<file path="src/rtl/connect4_pkg.sv">
// Shared Connect-4 definitions: board geometry, HID keycodes, key decoder.
package connect4_pkg;

    localparam int NUM_COLS  = 7;
    localparam int NUM_ROWS  = 6;
    localparam int MAX_MOVES = NUM_COLS * NUM_ROWS;

    localparam logic [7:0] KEY_NONE   = 8'h00;
    localparam logic [7:0] KEY_BACK   = 8'h05;
    localparam logic [7:0] KEY_RED_C1 = 8'h1E;
    localparam logic [7:0] KEY_RED_C2 = 8'h1F;
    localparam logic [7:0] KEY_RED_C3 = 8'h20;
    localparam logic [7:0] KEY_RED_C4 = 8'h21;
    localparam logic [7:0] KEY_RED_C5 = 8'h22;
    localparam logic [7:0] KEY_RED_C6 = 8'h23;
    localparam logic [7:0] KEY_RED_C7 = 8'h24;
    localparam logic [7:0] KEY_BLK_C1 = 8'h14;
    localparam logic [7:0] KEY_BLK_C2 = 8'h1A;
    localparam logic [7:0] KEY_BLK_C3 = 8'h08;
    localparam logic [7:0] KEY_BLK_C4 = 8'h15;
    localparam logic [7:0] KEY_BLK_C5 = 8'h17;
    localparam logic [7:0] KEY_BLK_C6 = 8'h1C;
    localparam logic [7:0] KEY_BLK_C7 = 8'h18;

    typedef enum logic {
        ST_ARMED        = 1'b0,
        ST_WAIT_RELEASE = 1'b1
    } gate_state_t;

    typedef struct packed {
        logic       valid;
        logic       is_back;
        logic       is_red;
        logic [2:0] col_idx;
    } key_dec_t;

    function automatic key_dec_t decode_key(input logic [7:0] kc);
        key_dec_t d;
        d = '0;
        if (kc >= KEY_RED_C1 && kc <= KEY_RED_C7) begin
            d.valid   = 1'b1;
            d.is_red  = 1'b1;
            d.col_idx = 3'(kc - KEY_RED_C1);
        end else begin
            case (kc)
                KEY_BLK_C1: d = '{1'b1, 1'b0, 1'b0, 3'd0};
                KEY_BLK_C2: d = '{1'b1, 1'b0, 1'b0, 3'd1};
                KEY_BLK_C3: d = '{1'b1, 1'b0, 1'b0, 3'd2};
                KEY_BLK_C4: d = '{1'b1, 1'b0, 1'b0, 3'd3};
                KEY_BLK_C5: d = '{1'b1, 1'b0, 1'b0, 3'd4};
                KEY_BLK_C6: d = '{1'b1, 1'b0, 1'b0, 3'd5};
                KEY_BLK_C7: d = '{1'b1, 1'b0, 1'b0, 3'd6};
                KEY_BACK:   d = '{1'b1, 1'b1, 1'b0, 3'd0};
                default:    d = '0;
            endcase
        end
        return d;
    endfunction

endpackage

</file>
<file path="src/rtl/drop_cmd_ctrl_key_release_gate.sv">
// One strobe per key press: after a press, keycode must read zero for
// RELEASE_FRAMES consecutive frames before the next press is accepted.
//
// state           | meaning
// ST_ARMED        | ready; a recognised key fires press this frame
// ST_WAIT_RELEASE | counting consecutive zero-keycode frames
module key_release_gate
    import connect4_pkg::*;
#(
    parameter int RELEASE_FRAMES = 2
) (
    input  logic frame_clk,
    input  logic Reset,
    input  logic key_zero,
    input  logic key_valid,
    output logic press
);

    localparam int CNT_W = $clog2(RELEASE_FRAMES + 1);

    gate_state_t      state_q, state_d;
    logic [CNT_W-1:0] rel_cnt_q, rel_cnt_d;

    always_ff @(posedge frame_clk or posedge Reset) begin
        if (Reset) begin
            state_q   <= ST_ARMED;
            rel_cnt_q <= '0;
        end else begin
            state_q   <= state_d;
            rel_cnt_q <= rel_cnt_d;
        end
    end

    always_comb begin
        state_d   = state_q;
        rel_cnt_d = rel_cnt_q;
        case (state_q)
            ST_ARMED: begin
                rel_cnt_d = '0;
                if (key_valid) state_d = ST_WAIT_RELEASE;
            end
            ST_WAIT_RELEASE: begin
                if (!key_zero) begin
                    rel_cnt_d = '0;
                end else if (rel_cnt_q == CNT_W'(RELEASE_FRAMES - 1)) begin
                    state_d   = ST_ARMED;
                    rel_cnt_d = '0;
                end else begin
                    rel_cnt_d = rel_cnt_q + CNT_W'(1);
                end
            end
            default: begin
                state_d   = ST_ARMED;
                rel_cnt_d = '0;
            end
        endcase
    end

    always_comb begin
        press = (state_q == ST_ARMED) && key_valid;
    end

endmodule

</file>
<file path="src/rtl/drop_cmd_ctrl.sv">
// Keycode to one-hot drop commands with turn tracking and move counting.
// Optional DROP_CMD_STRICT_TURN_EN: off-turn column keys are rejected.
module drop_cmd_ctrl
    import connect4_pkg::*;
#(
    parameter int RELEASE_FRAMES = 2
) (
    input  logic                frame_clk,
    input  logic                Reset,
    input  logic [7:0]          keycode,
    input  logic [NUM_COLS-1:0] col_full,
    output logic [NUM_COLS-1:0] drop_col_red,
    output logic [NUM_COLS-1:0] drop_col_black,
    output logic                turn_red,
    output logic                invalid,
    output logic                back,
    output logic [5:0]          move_count,
    output logic                board_full
);

    key_dec_t dec;
    logic     press;

    logic [NUM_COLS-1:0] drop_red_q, drop_red_d;
    logic [NUM_COLS-1:0] drop_blk_q, drop_blk_d;
    logic                turn_red_q, turn_red_d;
    logic                invalid_q, invalid_d;
    logic                back_q, back_d;
    logic [5:0]          move_count_q, move_count_d;
    logic                board_full_q, board_full_d;
    logic                turn_ok;
    logic [NUM_COLS-1:0] col_onehot;

    always_comb dec = decode_key(keycode);

    key_release_gate #(
        .RELEASE_FRAMES(RELEASE_FRAMES)
    ) u_gate (
        .frame_clk (frame_clk),
        .Reset     (Reset),
        .key_zero  (keycode == KEY_NONE),
        .key_valid (dec.valid),
        .press     (press)
    );

    always_ff @(posedge frame_clk or posedge Reset) begin
        if (Reset) begin
            drop_red_q   <= '0;
            drop_blk_q   <= '0;
            turn_red_q   <= 1'b1;
            invalid_q    <= 1'b0;
            back_q       <= 1'b0;
            move_count_q <= '0;
            board_full_q <= 1'b0;
        end else begin
            drop_red_q   <= drop_red_d;
            drop_blk_q   <= drop_blk_d;
            turn_red_q   <= turn_red_d;
            invalid_q    <= invalid_d;
            back_q       <= back_d;
            move_count_q <= move_count_d;
            board_full_q <= board_full_d;
        end
    end

    always_comb begin
        drop_red_d   = '0;
        drop_blk_d   = '0;
        invalid_d    = 1'b0;
        back_d       = 1'b0;
        turn_red_d   = turn_red_q;
        move_count_d = move_count_q;
        board_full_d = board_full_q;
        col_onehot   = NUM_COLS'(1) << dec.col_idx;
`ifdef DROP_CMD_STRICT_TURN_EN
        turn_ok      = (dec.is_red == turn_red_q);
`else
        turn_ok      = 1'b1;
`endif
        if (press) begin
            if (dec.is_back) begin
                back_d = 1'b1;
            end else if (col_full[dec.col_idx] || board_full_q || !turn_ok) begin
                invalid_d = 1'b1;
            end else begin
                if (dec.is_red) drop_red_d = col_onehot;
                else            drop_blk_d = col_onehot;
                turn_red_d = ~turn_red_q;
                // board_full already blocks drops; the guard keeps the count from wrapping regardless
                if (move_count_q != 6'(MAX_MOVES)) move_count_d = move_count_q + 6'd1;
                board_full_d = (move_count_d == 6'(MAX_MOVES));
            end
        end
    end

    assign drop_col_red   = drop_red_q;
    assign drop_col_black = drop_blk_q;
    assign turn_red       = turn_red_q;
    assign invalid        = invalid_q;
    assign back           = back_q;
    assign move_count     = move_count_q;
    assign board_full     = board_full_q;

endmodule

</file>
<file path="config.mk">
export PLATFORM = sky130hd
export DESIGN_NAME = drop_cmd_ctrl
export DESIGN_NICKNAME = d
export VERILOG_FILES = /design/src/rtl/connect4_pkg.sv /design/src/rtl/drop_cmd_ctrl_key_release_gate.sv /design/src/rtl/drop_cmd_ctrl.sv
export SDC_FILE = /design/constraint.sdc
export NUM_CORES = 1
export LEC_CHECK = 0
export ABC_AREA = 1
export ABC_CLOCK_PERIOD_IN_PS = 1400
export CORE_MARGIN = 10
export CORE_UTILIZATION = 44
export CTS_BUF_LIST = sky130_fd_sc_hd__clkbuf_8 sky130_fd_sc_hd__clkbuf_16
export DETAILED_ROUTE_END_ITERATION = 6
export GPL_TIMING_DRIVEN = 1
export HOLD_SLACK_MARGIN = 0.02
export PLACE_DENSITY_LB_ADDON = 0.05
export RECOVER_POWER = 50
export SLEW_MARGIN = 25
export SYNTH_ARGS = -nofsm -noshare
export SYNTH_HDL_FRONTEND = slang
export SYNTH_SLANG_ARGS = --single-unit
</file>
<file path="constraint.sdc">
create_clock -name frame_clk -period 1.4 [get_ports frame_clk]
set_input_delay 0.35 -clock frame_clk [delete_from_list [all_inputs] [get_ports frame_clk]]
set_output_delay 0.35 -clock frame_clk [all_outputs]
set_load 0.01 [all_outputs]
</file>
==> flow_summary.ini <==
[die]
placementRows = 21
die_width_um = 79.84
coreArea_um2 = 3390
floorplan.die_area_um2 = 6374
start_util = 0.4647
floorplan.die.height_um = 79.84
boundaryPins = 41

[synthesis]
synth.avg_cell_area_um2 = 7.956
synth_ff_type = sky130_fd_sc_hd__dfrtp_1
yosys_warnings = 0
netlist_area_um2 = 1575
post-synth-top-count-cell = sky130_fd_sc_hd__nand2_1
yosysUniqueCellTypes = 31
post_synthesis_sequential_area_ratio = 0.4297
number_of_flops_mapped_to_enable_cells_by_yosys = 0
syn-num-nets = 218
ys_top_cells_by_area = sky130_fd_sc_hd__dfrtp_1 41%, sky130_fd_sc_hd__nand2_1 9.1%, sky130_fd_sc_hd__nor2_1 7.1%, sky130_fd_sc_hd__inv_1 5.5%, sky130_fd_sc_hd__nand3_1 4.8%
netlist_instances = 198
post_synth_most_frequent_cells = 38 x sky130_fd_sc_hd__nand2_1, 30 x sky130_fd_sc_hd__nor2_1, 26 x sky130_fd_sc_hd__dfrtp_1
synth.ff_latch_count = 27
synthArstFlopShare = 1.000
yosysTopAreaCell = sky130_fd_sc_hd__dfrtp_1
top_cell_type_s_share_of_synthesized_area = 0.4130

[cells_and_area]
finalCoreUtilization = 0.8712
layout-area-overhead-vs-synth_pct = 87.45
antennaDiodeCount = 0
postLayoutCellArea_um2 = 2953
final_net_count = 335
post_route_cells_drive_above_1_share = 0.5382

[placement]
place_area_um2 = 2397
gp_congestion = 0.8444
place.detailed.hpwl_um = 3522
port_buffers = 40

[global_route]
grt_pass1_wl_um = 8783
grt_antenna_before_repair = 0
grt_use_total = 0.1676
grt-ovfl-total = 0
largest_net_degree_at_the_start_of_global_routing = 28
grt_pass1_vias = 1886

[critical_path]
critPathMostFrequentCell = sky130_fd_sc_hd__buf_6
timing_worst_setup_path_type = in -> reg
timing.critical_path.cells = buf_2 > nor2_4 > buf_6 > nand4_1 > nand2_2 > buf_6 > nand2_4 > nand2_4 > nand2_2 > nand2_1 > nand2_1 > a21oi_2 > nor2_4 > buf_12 > buf_6 > nand3_2 > nor2_1
critPathMaxFanout = 5
critical_path.startpoint_type = input port
crit_path_largest_cell_delay_ns = 0.23
worstSetupEndpointType = register
critical_path_required_ns = 1.57
worstPathArrival_ns = 2.25
crit_slowest_cell = sky130_fd_sc_hd__a21oi_2

[timing]
maxSlewHeadroom = 0.5538
finalMaxSlewViolations = 0
worstMarginPinSlew_ns = 0.6693
fin_ws_ns = -0.6741
timing.final.crit_period_ns = 2.074
unrepaired_setup_endpoints_after_global_routing = yes
max_freq_ghz = 0.4821
finalSetupViolCount = 25
timing.final.hold_violations = 0
fin_crit_sh = 1.481
hold_slack_ns = 0.4149
final.setup_skew_ns = 0.003251

[power_and_ir_drop]
p_comb_frac = 0.216
p_sw_frac = 0.2719
clockPowerShare = 0.285
internal_power_mw = 1.136
worst_ir_drop_vdd_uv = 517.2
power.sequential.fraction = 0.500
pwr_density_cell_nw_per_um2 = 528.6
power.leakage_nw = 1.537
power_switching_mw = 0.4243

[drt]
firstDrtPassIters = 4
drt_wl_total_um = 6449
postRouteAntennaNets = 0
drc = 0
detailroute.via_count = 1984
first_iter_violations = 178
route.detailed.wl_per_inst_um = 17.91
routed_via_density = 5.511

[min_path]
hp-class = in -> reg

[clock_tree]
tritoncts_num_sinks = 27
holdBufCountCts = 0
ctsLongestPathBuffers = 2
htreeDepth = 1
tritoncts.num_buffers = 3
worst_skew_pair.late_latency_ns = 0.27
cts_tree = done
ctsRootBufferMaster = sky130_fd_sc_hd__clkbuf_8
clk_pin_slew_ns = 0.09

[run]
maxCapViolCount = 0

[run_status]
run_status = complete, but fails checks
violations_in_the_final_reports = setup timing
## path summary, 6_finish.rpt
check	from	to	slack (ns)	cells past startpoint
worst max-delay path	keycode[7]	drop_col_red[3]	-0.67	17
min in group asynchronous	Reset	drop_col_black[5]	0.69	3
worst max register to register	move_count[0]	board_full	-0.47	8
worst min-delay path	keycode[4]	back	0.41	3
worst min register to register	u_gate.rel_cnt_q[0]	u_gate.rel_cnt_q[1]	0.49	1
max in group asynchronous	Reset	move_count[5]	0.28	3
## power groups by stage
stage	registers [mW]	clock network (mW)	logic, mW
2_1_floorplan	0.795	0	0.0959
3_3_place_gp	0.795	0	0.219
3_5_place_dp	0.795	0	0.221
5_1_grt	0.780	0.492	0.357
4_1_cts	0.780	0.431	0.286
6_report	0.780	0.444	0.337
## sequential cells by signal, indices dropped and copies added (netlist names)
name,cells
board_full,1
drop_col_red,7
drop_col_black,7
u_gate.rel_cnt_q,2
turn_red,1
move_count,6
u_gate.state_q,1
back,1
invalid,1
## worst max-delay path: cells and delay by family
kind | cells | cell delay (ns)
and+or+nand+nor | 11 | 1.02
buffers and inverters | 5 | 0.63
AOI/OAI and AO/OA | 1 | 0.23
## metal layers
metal	track usage	up-vias	routed length [um]	share of wire
met5	0	-	0	0
met3	0.03491	38	407	0.063
met4	0.04401	0	342	0.053
li1	-	874	-	-
met1	0.1962	962	2440	0.38
met2	0.3010	110	3258	0.51
## cell usage in the layout (no fill, tap or decap), types with 4 or more instances in the layout
cell type	instances
sky130_fd_sc_hd__nand2_4	15
sky130_fd_sc_hd__buf_6	21
sky130_fd_sc_hd__nand2_1	20
sky130_fd_sc_hd__nor2_4	7
sky130_fd_sc_hd__nand3_2	8
sky130_fd_sc_hd__o21ai_0	4
sky130_fd_sc_hd__inv_1	19
sky130_fd_sc_hd__nand3_1	7
sky130_fd_sc_hd__nand4_1	8
sky130_fd_sc_hd__o21ai_2	5
sky130_fd_sc_hd__nor2_2	9
sky130_fd_sc_hd__inv_2	6
sky130_fd_sc_hd__dfrtp_1	26
sky130_fd_sc_hd__nand2_2	12
sky130_fd_sc_hd__dlygate4sd2_1	18
sky130_fd_sc_hd__clkbuf_2	7
sky130_fd_sc_hd__clkdlybuf4s50_1	7
sky130_fd_sc_hd__nor2_1	21
sky130_fd_sc_hd__buf_4	52
## cell families after synthesis
logic type,share of synthesized area
and+or+nand+nor,0.3717
adders and majority gates,0.02383
buffers and inverters,0.08340
AOI/OAI and AO/OA,0.07467
xor gates and xnor gates,0.01668
DFF,0.4297
## timing repair
action | CTS | global route
gates cloned | 2 | 0
pin swaps | 36 | 32
buffers inserted | 18 | 10
resized for setup | 97 | 71
endpoints found under the setup margin | 51 | 32
## per-stage QoR
| stage | setup TNS, ns | power (mW) | instances | worst slack, ns |
|---|---|---|---|---|
| after floorplan | -10.26 | 0.8908 | 198 | -0.5355 |
| after global placement | -29.22 | 1.014 | 328 | -1.240 |
| after detailed placement | -30.95 | 1.016 | 328 | -1.353 |
| after CTS | -12.01 | 1.497 | 351 | -0.5666 |
| after global routing | -15.68 | 1.629 | 360 | -0.7514 |
| final | -13.69 | 1.561 | 360 | -0.6741 |
## layout make-up
class / instances / area [um^2]
Multi-Input combinational cell: 144 / 1080
Timing Repair Buffer: 113 / 982.2
Sequential cell: 27 / 676.9
Fill cell: 155 / 436.7
Inverter: 26 / 111.4
Tap cell: 46 / 57.56
Clock buffer: 3 / 41.29
Clock inverter: 1 / 3.754
(Power assumes the default switching activity.)
